<file path="src/rtl/mem_arbiter_if.sv">
// mem_arbiter_if: bundles the icache miss port, the dcache miss port and the
// external memory bus that meet at mem_arbiter.
//   slave  - the arbiter's view (requests/addresses/mem ack in, grants/data out)
//   master - the view of the surrounding caches and memory model
// Signal suffixes (_i/_o) are named from the arbiter's side.
interface mem_arbiter_if #(
  parameter int ADDR_SIZE = 32,
  parameter int WORD_SIZE = 32,
  parameter int BURST_LEN = 4
) ();
  localparam int BEAT_W = $clog2(BURST_LEN);

  // icache refill port
  logic                 ic_req_i;
  logic [ADDR_SIZE-1:0] ic_addr_i;
  logic [WORD_SIZE-1:0] ic_rd_data_o;
  logic                 ic_rd_valid_o;
  logic                 ic_done_o;

  // dcache refill / writeback port
  logic                 dc_req_i;
  logic                 dc_write_i;
  logic [ADDR_SIZE-1:0] dc_addr_i;
  logic [WORD_SIZE-1:0] dc_wr_data_i;
  logic                 dc_wr_ready_o;
  logic [WORD_SIZE-1:0] dc_rd_data_o;
  logic                 dc_rd_valid_o;
  logic                 dc_done_o;

  logic [BEAT_W-1:0]    beat_o;

  // external memory bus
  logic                 mem_req_o;
  logic                 mem_write_o;
  logic [ADDR_SIZE-1:0] mem_addr_o;
  logic [WORD_SIZE-1:0] mem_wr_data_o;
  logic                 mem_ack_i;
  logic [WORD_SIZE-1:0] mem_rd_data_i;

  modport slave (
    input  ic_req_i, ic_addr_i,
    output ic_rd_data_o, ic_rd_valid_o, ic_done_o,
    input  dc_req_i, dc_write_i, dc_addr_i, dc_wr_data_i,
    output dc_wr_ready_o, dc_rd_data_o, dc_rd_valid_o, dc_done_o,
    output beat_o,
    output mem_req_o, mem_write_o, mem_addr_o, mem_wr_data_o,
    input  mem_ack_i, mem_rd_data_i
  );

  modport master (
    output ic_req_i, ic_addr_i,
    input  ic_rd_data_o, ic_rd_valid_o, ic_done_o,
    output dc_req_i, dc_write_i, dc_addr_i, dc_wr_data_i,
    input  dc_wr_ready_o, dc_rd_data_o, dc_rd_valid_o, dc_done_o,
    input  beat_o,
    input  mem_req_o, mem_write_o, mem_addr_o, mem_wr_data_o,
    output mem_ack_i, mem_rd_data_i
  );
endinterface

</file>
<file path="src/rtl/mem_arbiter.sv">
// mem_arbiter: shares the single backing-memory port between the icache refill
// path and the dcache refill/writeback path. Each grant is a full line burst
// of BURST_LEN beats; contention is resolved round-robin.
// Ports:
//   clk_i     - clock
//   reset_ni  - asynchronous active-low reset
//   bus       - mem_arbiter_if.slave: icache port, dcache port, memory bus
//
// state   | meaning
// --------+-----------------------------------------------
// IDLE    | no burst in progress; arbitration happens here
// BURST_I | icache line read in progress
// BURST_D | dcache line read or writeback in progress
module mem_arbiter #(
  parameter int ADDR_SIZE = 32,
  parameter int WORD_SIZE = 32,
  parameter int BURST_LEN = 4
) (
  input logic           clk_i,
  input logic           reset_ni,
  mem_arbiter_if.slave  bus
);
  localparam int BEAT_W = $clog2(BURST_LEN);
  localparam int OFF_W  = $clog2(BURST_LEN * WORD_SIZE / 8);

  localparam logic [BEAT_W-1:0]    LAST_BEAT  = BEAT_W'(BURST_LEN - 1);
  localparam logic [ADDR_SIZE-1:0] BEAT_BYTES = ADDR_SIZE'(WORD_SIZE / 8);
  localparam logic [ADDR_SIZE-1:0] LINE_MASK  =
    ~((ADDR_SIZE'(1) << OFF_W) - ADDR_SIZE'(1));

  localparam logic [1:0] IDLE    = 2'd0;
  localparam logic [1:0] BURST_I = 2'd1;
  localparam logic [1:0] BURST_D = 2'd2;

  logic [1:0]           state_q, state_d;
  logic                 last_d_q, last_d_d;   // 1 = dcache owned the last burst
  logic [BEAT_W-1:0]    beat_q, beat_d;
  logic [ADDR_SIZE-1:0] base_q, base_d;
  logic                 write_q, write_d;

  logic in_i, in_d, busy, beat_ack, last_beat;
  logic pick_ic, pick_dc;

  assign in_i      = (state_q == BURST_I);
  assign in_d      = (state_q == BURST_D);
  assign busy      = in_i | in_d;
  assign beat_ack  = busy & bus.mem_ack_i;
  assign last_beat = (beat_q == LAST_BEAT);

  // On a tie the requester that did not own the previous burst wins.
  assign pick_dc = bus.dc_req_i & (~bus.ic_req_i | ~last_d_q);
  assign pick_ic = bus.ic_req_i & (~bus.dc_req_i |  last_d_q);

  always_comb begin
    state_d  = state_q;
    last_d_d = last_d_q;
    beat_d   = beat_q;
    base_d   = base_q;
    write_d  = write_q;
    case (state_q)
      IDLE: begin
        if (pick_dc) begin
          state_d = BURST_D;
          beat_d  = '0;
          base_d  = bus.dc_addr_i & LINE_MASK;
          write_d = bus.dc_write_i;
        end else if (pick_ic) begin
          state_d = BURST_I;
          beat_d  = '0;
          base_d  = bus.ic_addr_i & LINE_MASK;
          write_d = 1'b0;
        end
      end
      BURST_I, BURST_D: begin
        if (bus.mem_ack_i) begin
          if (last_beat) begin
            state_d  = IDLE;
            last_d_d = in_d;
            beat_d   = '0;
            write_d  = 1'b0;
          end else begin
            beat_d = beat_q + BEAT_W'(1);
          end
        end
      end
      default: state_d = IDLE;
    endcase
  end

  always_ff @(posedge clk_i or negedge reset_ni) begin
    if (!reset_ni) begin
      state_q  <= IDLE;
      last_d_q <= 1'b0;
      beat_q   <= '0;
      base_q   <= '0;
      write_q  <= 1'b0;
    end else begin
      state_q  <= state_d;
      last_d_q <= last_d_d;
      beat_q   <= beat_d;
      base_q   <= base_d;
      write_q  <= write_d;
    end
  end

  logic ic_valid, dc_valid, dc_wr_path;

  assign ic_valid   = in_i & bus.mem_ack_i;
  assign dc_valid   = in_d & ~write_q & bus.mem_ack_i;
  assign dc_wr_path = in_d & write_q;

  assign bus.mem_req_o     = busy;
  assign bus.mem_write_o   = dc_wr_path;
  // Sum truncates to ADDR_SIZE, so a line at the top of memory wraps cleanly.
  assign bus.mem_addr_o    = busy ? (base_q + ADDR_SIZE'(beat_q) * BEAT_BYTES) : '0;
  assign bus.mem_wr_data_o = dc_wr_path ? bus.dc_wr_data_i : '0;
  assign bus.beat_o        = busy ? beat_q : '0;

  assign bus.ic_rd_valid_o = ic_valid;
  assign bus.ic_rd_data_o  = ic_valid ? bus.mem_rd_data_i : '0;
  assign bus.ic_done_o     = in_i & bus.mem_ack_i & last_beat;

  assign bus.dc_rd_valid_o = dc_valid;
  assign bus.dc_rd_data_o  = dc_valid ? bus.mem_rd_data_i : '0;
  assign bus.dc_wr_ready_o = dc_wr_path & bus.mem_ack_i;
  assign bus.dc_done_o     = in_d & beat_ack & last_beat;
endmodule
</file>
<file path="src/flat_wrapper.sv">
// flat-port wrapper written by rule: the top's interface ports become plain ports
module mem_arbiter_flat 
#(
  parameter int ADDR_SIZE = 32,
  parameter int WORD_SIZE = 32,
  parameter int BURST_LEN = 4
)
  (clk_i, reset_ni, bus_ic_req_i, bus_ic_addr_i, bus_ic_rd_data_o, bus_ic_rd_valid_o, bus_ic_done_o, bus_dc_req_i, bus_dc_write_i, bus_dc_addr_i, bus_dc_wr_data_i, bus_dc_wr_ready_o, bus_dc_rd_data_o, bus_dc_rd_valid_o, bus_dc_done_o, bus_beat_o, bus_mem_req_o, bus_mem_write_o, bus_mem_addr_o, bus_mem_wr_data_o, bus_mem_ack_i, bus_mem_rd_data_i);
  mem_arbiter_if #(.ADDR_SIZE(ADDR_SIZE), .WORD_SIZE(WORD_SIZE), .BURST_LEN(BURST_LEN)) bus_i ();
  input logic clk_i;
  input logic reset_ni;
  input wire logic [$bits(bus_i.ic_req_i)-1:0] bus_ic_req_i;
  input wire logic [$bits(bus_i.ic_addr_i)-1:0] bus_ic_addr_i;
  output wire logic [$bits(bus_i.ic_rd_data_o)-1:0] bus_ic_rd_data_o;
  output wire logic [$bits(bus_i.ic_rd_valid_o)-1:0] bus_ic_rd_valid_o;
  output wire logic [$bits(bus_i.ic_done_o)-1:0] bus_ic_done_o;
  input wire logic [$bits(bus_i.dc_req_i)-1:0] bus_dc_req_i;
  input wire logic [$bits(bus_i.dc_write_i)-1:0] bus_dc_write_i;
  input wire logic [$bits(bus_i.dc_addr_i)-1:0] bus_dc_addr_i;
  input wire logic [$bits(bus_i.dc_wr_data_i)-1:0] bus_dc_wr_data_i;
  output wire logic [$bits(bus_i.dc_wr_ready_o)-1:0] bus_dc_wr_ready_o;
  output wire logic [$bits(bus_i.dc_rd_data_o)-1:0] bus_dc_rd_data_o;
  output wire logic [$bits(bus_i.dc_rd_valid_o)-1:0] bus_dc_rd_valid_o;
  output wire logic [$bits(bus_i.dc_done_o)-1:0] bus_dc_done_o;
  output wire logic [$bits(bus_i.beat_o)-1:0] bus_beat_o;
  output wire logic [$bits(bus_i.mem_req_o)-1:0] bus_mem_req_o;
  output wire logic [$bits(bus_i.mem_write_o)-1:0] bus_mem_write_o;
  output wire logic [$bits(bus_i.mem_addr_o)-1:0] bus_mem_addr_o;
  output wire logic [$bits(bus_i.mem_wr_data_o)-1:0] bus_mem_wr_data_o;
  input wire logic [$bits(bus_i.mem_ack_i)-1:0] bus_mem_ack_i;
  input wire logic [$bits(bus_i.mem_rd_data_i)-1:0] bus_mem_rd_data_i;
  assign bus_i.ic_req_i = bus_ic_req_i;
  assign bus_i.ic_addr_i = bus_ic_addr_i;
  assign bus_ic_rd_data_o = bus_i.ic_rd_data_o;
  assign bus_ic_rd_valid_o = bus_i.ic_rd_valid_o;
  assign bus_ic_done_o = bus_i.ic_done_o;
  assign bus_i.dc_req_i = bus_dc_req_i;
  assign bus_i.dc_write_i = bus_dc_write_i;
  assign bus_i.dc_addr_i = bus_dc_addr_i;
  assign bus_i.dc_wr_data_i = bus_dc_wr_data_i;
  assign bus_dc_wr_ready_o = bus_i.dc_wr_ready_o;
  assign bus_dc_rd_data_o = bus_i.dc_rd_data_o;
  assign bus_dc_rd_valid_o = bus_i.dc_rd_valid_o;
  assign bus_dc_done_o = bus_i.dc_done_o;
  assign bus_beat_o = bus_i.beat_o;
  assign bus_mem_req_o = bus_i.mem_req_o;
  assign bus_mem_write_o = bus_i.mem_write_o;
  assign bus_mem_addr_o = bus_i.mem_addr_o;
  assign bus_mem_wr_data_o = bus_i.mem_wr_data_o;
  assign bus_i.mem_ack_i = bus_mem_ack_i;
  assign bus_i.mem_rd_data_i = bus_mem_rd_data_i;
  mem_arbiter #(.ADDR_SIZE(ADDR_SIZE), .WORD_SIZE(WORD_SIZE), .BURST_LEN(BURST_LEN)) u_core (.clk_i(clk_i), .reset_ni(reset_ni), .bus(bus_i));
endmodule
</file>
<file path="config.mk">
export PLATFORM = sky130hd
export DESIGN_NAME = mem_arbiter_flat
export DESIGN_NICKNAME = d
export VERILOG_FILES = /design/src/rtl/mem_arbiter_if.sv /design/src/rtl/mem_arbiter.sv /design/src/flat_wrapper.sv
export SDC_FILE = /design/constraint.sdc
export NUM_CORES = 1
export LEC_CHECK = 0
export CAP_MARGIN = 20
export CORE_AREA = 2 2 104 106
export CTS_CLUSTER_DIAMETER = 40
export DETAILED_ROUTE_END_ITERATION = 8
export DIE_AREA = 0 0 106 108
export GPL_TIMING_DRIVEN = 0
export PLACE_DENSITY = 0.83
export SYNTH_ARGS = -nofsm -noshare
export SYNTH_HDL_FRONTEND = slang
export SYNTH_SLANG_ARGS = --single-unit
</file>
<file path="constraint.sdc">
create_clock -name clk_i -period 2.5 [get_ports clk_i]
set_input_delay 0.75 -clock clk_i [delete_from_list [all_inputs] [get_ports clk_i]]
set_output_delay 0.75 -clock clk_i [all_outputs]
set_load 0.05 [all_outputs]
</file>
* Word-level counts from Yosys, hierarchy flattened
Index checks and enable logic that the tools add are counted.
Storage, ports and cells: bits in registers 38, input port bits 134, output and inout port bits 137, logic and storage cells 62
Operators by class: add/sub/neg operators 2, equal/unequal tests 6, mux-type cells 22, bitwise gates (word level) 18, reductions and logical operators 9
Operators with widths (count):
- 32-bit 2-to-1 mux | 6
- 32-bit by 4-bit adder with 32-bit output | 1
- 2-bit 2-to-1 mux | 9
- 1-bit bitwise AND | 11
- 3-bit AND reduction | 3
- 2-bit one-hot mux with 2 select lines | 2
- 2-bit == test, second input constant | 2
- 1-bit 2-to-1 mux | 4
- 1-bit inverter | 4
- 4-bit AND reduction | 1
- 2-bit nonzero test | 2
- 3-bit by 1-bit != test with 1-bit output, second input constant | 1
- 1-bit OR | 3
- 2-bit by 1-bit adder with 2-bit output, second input constant | 1
- 2-bit by 1-bit == test with 1-bit output, second input constant | 1
- 2-bit zero test | 1
- 2-bit by 1-bit != test with 1-bit output, second input constant | 1
- 2-bit != test, second input constant | 1
- 1-bit one-hot mux with 2 select lines | 1
- 2-bit AND reduction | 1
- 2-bit OR reduction | 1

* Longest topological paths before layout
depth in word-level cells 6, depth in mapped cells 7, depth with buffers taken out 5

* Worst setup path before layout
OpenSTA, ideal clock, no wires.
kind reg2out, start point register u_core.state_q[0], end point output bus_mem_addr_o[2], data arrival time 2090 ps, data required time 1750 ps, path slack -340 ps, cell stages (with the launch flop) 6, buffers on the path 2, path through dfrtp_1 > inv_1 > ha_1 > clkbuf_1 > and2_1 > buf_4
On the way: longest elaborated chain between the ends 3, elaborated cells between the ends (all ways) 4, those cells by class eq/ne (2); mux (1); bitwise (1)
RTL lines:
- from (decl) | line mem_arbiter.sv:35 | logic [1:0] state_q, state_d;
- from (signal assigned) | line mem_arbiter.sv:98 | state_q <= state_d;
- 2-bit by 1-bit == test with 1-bit output or 2-bit == test (tied branches) | line mem_arbiter.sv:44, mem_arbiter.sv:45
- 1-bit OR * | line mem_arbiter.sv:46 | assign busy = in_i | in_d;
- net bus_mem_req_o | line flat_wrapper.sv:26 | output wire logic [$bits(bus_i.mem_req_o)-1:0] bus_mem_req_o;
- 32-bit 2-to-1 mux * | line mem_arbiter.sv:115 | assign bus.mem_addr_o = busy ? (base_q + ADDR_SIZE'(beat_q) * BEAT_BYTES) : '0;
- to (decl) | line flat_wrapper.sv:28 | output wire logic [$bits(bus_i.mem_addr_o)-1:0] bus_mem_addr_o;
Mark *: on every way through the listed nets, which the timed path passes. The rest lies on a longest branch.

* Final worst setup path
start point register u_core.state_q[0], end point output bus_dc_rd_data_o[22]
On the way: longest elaborated chain between the ends 4
RTL lines:
- 2-bit == test | line mem_arbiter.sv:45 | assign in_d = (state_q == BURST_D);
- net u_core.in_d | line mem_arbiter.sv:41 | logic in_i, in_d, busy, beat_ack, last_beat;
- 1-bit bitwise AND (2 in a row) | line mem_arbiter.sv:109 | assign dc_valid = in_d & ~write_q & bus.mem_ack_i;
- 32-bit 2-to-1 mux | line mem_arbiter.sv:124 | assign bus.dc_rd_data_o = dc_valid ? bus.mem_rd_data_i : '0;
- to (decl) | line flat_wrapper.sv:22 | output wire logic [$bits(bus_i.dc_rd_data_o)-1:0] bus_dc_rd_data_o;
The timed path passes the listed nets, and every way through them passes these cells.

==> results.py <==
metrics = {
    "placement": {
        "port_buffers": 260,
        "place_area_um2": 5390,
        "gp_congestion": 0.861,
        "place_hpwl_um": 10000,
        "post-place-ws_ns": -1.10,
        "placed_cells": 744,
    },
    "drt": {
        "wirelength_um": 12900,
        "drc": 0,
        "antenna_left": 0,
        "viasPerCell": 4.72,
        "highest_layer": "met4",
        "wl_met2_um": 6840,
        "wl_met1_um": 4740,
        "first_pass_iters": 4,
        "drtIter0Drc": 208,
        "route.detailed.wl_per_inst_um": 16.9,
        "met3WireLength_um": 892,
        "dr_total_vias": 3614,
    },
    "cells_and_area": {
        "nets": 768,
        "syn_to_final_growth_pct": 119,
        "layout_commonest_cell": "clkdlybuf4s50_1",
        "n_antenna_cell": 0,
        "drive_above_1_share_pct": 37.2,
        "fin_area_um2": 5680,
        "final_cell_mix": "clkdlybuf4s50_1 (123), buf_4 (67), and3_1 (66), nand2_1 (62), buf_2 (44)",
        "utilization_pct": 55.5,
        "fin_cells": 765,
    },
    "timing": {
        "worst_slew_pin_slew_ns": 0.779,
        "finalCritPeriodShare_pct": 103,
        "tns_ns": -1.08,
        "timing.hold.ws_ns": 0.542,
        "drv_slew": 0,
        "fmax_mhz": 390,
        "finalClockSkew_ns": 0.00664,
        "setup_viol": 29,
        "setup_slack_ns": -0.0635,
        "finalCriticalPeriod_ns": 2.56,
        "relSlewSlack_pct": 48.0,
        "hold_violations": 0,
        "rsz0062_at_grt": "true",
    },
    "global_route": {
        "grt_util_all_layers_pct": 21.2,
        "gr-total-overflow": 0,
        "grt_pass1_wl_um": 19100,
        "grt_antenna_before_repair": 0,
        "grt_max_degree": 35,
        "grt_pass1_vias": 3641,
    },
    "clock_network": {
        "cts_sinks": 34,
        "clock_latency_ns": 0.29,
        "clkSlewWorstSetupHoldPaths_ns": 0.07,
        "cts_made_buffers": 5,
        "clock_path_buffers": 2,
        "cts_root_buf": "clkbuf_8",
        "cts_tree": "built",
        "htree_levels": 2,
        "hold_buffers": 0,
    },
    "critical_path": {
        "worst-path-buf-inv": 5,
        "r2r_slack_ns": 0.89,
        "cp_common_cell": "buf_6",
        "slowest_stage": "dfrtp_1",
        "startpoint_type": "flip-flop",
        "path_class": "flip-flop to output port",
        "critPathCaptureType": "output port",
        "crit_path_max_fanout": 8,
        "path_cells": "inv_2 > ha_4 > inv_4 > nor3_4 > buf_6 > buf_6 > and2_4 > buf_8",
        "cpPeakStageDelay_ns": 0.39,
        "reg2reg_depth": 6,
        "cp_data_required_time_ns": 1.75,
        "r2r_end": "u_core.beat_q[0]",
        "r2r-start": "u_core.state_q[0]",
        "crit_arrival_ns": 1.81,
        "path_delay_family": "buffers and inverters",
    },
    "die": {
        "die_width_um": 106,
        "rows": 37,
        "dieArea_um2": 11400,
        "die_h_um": 108,
        "core_region_area_um2": 10200,
        "pin_count": 271,
        "initial_core_util_pct": 25.4,
    },
    "pwr": {
        "p_per_area_nw_per_um2": 1120,
        "power_mw": 6.35,
        "ir_drop_mv": 0.730,
        "power_leakage_nw": 2.94,
    },
    "logic_synthesis": {
        "yosysSeqAreaShare_pct": 32.7,
        "synth_warnings": 0,
        "syn_inst": 347,
        "avgSynthCellArea_um2": 7.49,
        "synth_cell_type_count": 28,
        "synth_area_um2": 2600,
        "synth-seq-cells": 34,
    },
    "worst_hold_path": {
        "min_path_type": "primary input to asynchronous set/reset pin",
    },
    "run_status": {
        "outcome": "finished with violations",
        "violations": "negative setup slack",
    },
    "run": {
        "drv_cap": 0,
    },
}
==> worst reg2reg max path: stages (launching register included) <==
cell	delay, ns
dfrtp_1	0.39
inv_2	0.12
buf_12	0.11
ha_4	0.23
buf_4	0.15
a211o_1	0.31
a22o_1	0.19
==> kinds of logic (layout without fill, tap and decap cells) <==
family          count (synthesis)  after routing  share of synthesized area [%]
flops                          34             34                           32.7
buf+inv                        40            321                           7.80
simple gates                  228            228                           46.5
fa+ha+maj                       5              5                           2.41
mux                             2              2                          0.770
other cells                     1              2                          0.144
compound gates                 37             37                           9.63
==> worst max path at each step <==
stage          slack [ns]              endpoint         startpoint  depth (start not counted)
3_5_place_dp        -1.10  bus_dc_rd_data_o[28]      bus_mem_ack_i                          6
3_3_place_gp        -1.08  bus_dc_rd_data_o[28]      bus_mem_ack_i                          6
5_1_grt             -0.13  bus_dc_rd_data_o[25]  u_core.state_q[0]                          8
6_report            -0.06  bus_dc_rd_data_o[22]  u_core.state_q[0]                          8
2_1_floorplan       -0.03     bus_mem_addr_o[2]  u_core.state_q[1]                          5
4_1_cts             -0.08   bus_dc_rd_data_o[9]  u_core.state_q[0]                          8
==> registers in the layout (all words and copies together), names as in the netlist <==
register / cells
u_core.beat_q: 2
u_core.last_d_q: 1
u_core.write_q: 1
u_core.state_q: 2
u_core.base_q: 28
==> per-layer routing <==
layer,up-vias,GRT usage (%)
li1,1720,-
met1,1673,22.4
met2,185,40.6
met3,36,4.58
met4,0,9.02
met5,-,0
==> cell type report <==
class	count	area, um2
sequential	34	851
buffer	36	262
fill	981	4550
timing repair buffer	274	2590
clock inverter	1	30.0
multi-input combinational	274	1680
clock buffer	6	82.6
tap	136	170
inverter	4	17.5
==> cell usage after synthesis, drive strengths merged <==
cell type	count	area, um2
o211ai	1	7.51
a21oi	1	5.00
buf	19	121
nor3b	1	12.5
nor3	2	21.3
inv	4	15.0
dfrtp	34	851
ha	5	62.6
and2	64	400
a31oi	28	175
a21boi	1	11.3
o21a	1	7.51
nand2	62	233
a21o	1	7.51
mux2i	2	20.0
nor2	30	113
conb	1	3.75
clkbuf	17	66.3
a211o	1	8.76
a22o	2	17.5
and3	66	413
a21bo	1	10.0
nand3	2	10.0
nand2b	1	6.26
==> where the power goes <==
group | internal, mW | total [mW] | leakage (nW) | switching [mW]
clock | 0.319 | 0.518 | 0.0573 | 0.199
sequential | 0.816 | 0.951 | 0.394 | 0.135
combinational | 1.77 | 4.88 | 2.48 | 3.11
total | 2.91 | 6.35 | 2.94 | 3.44
==> timing repair <==
item	CTS	global route
setup buffers	6	3
gates resized for setup	829	96
gates cloned	5	0
setup endpoints to repair	135	126
pin swaps	18	5
Note: power is estimated with default switching activity, not from simulation.
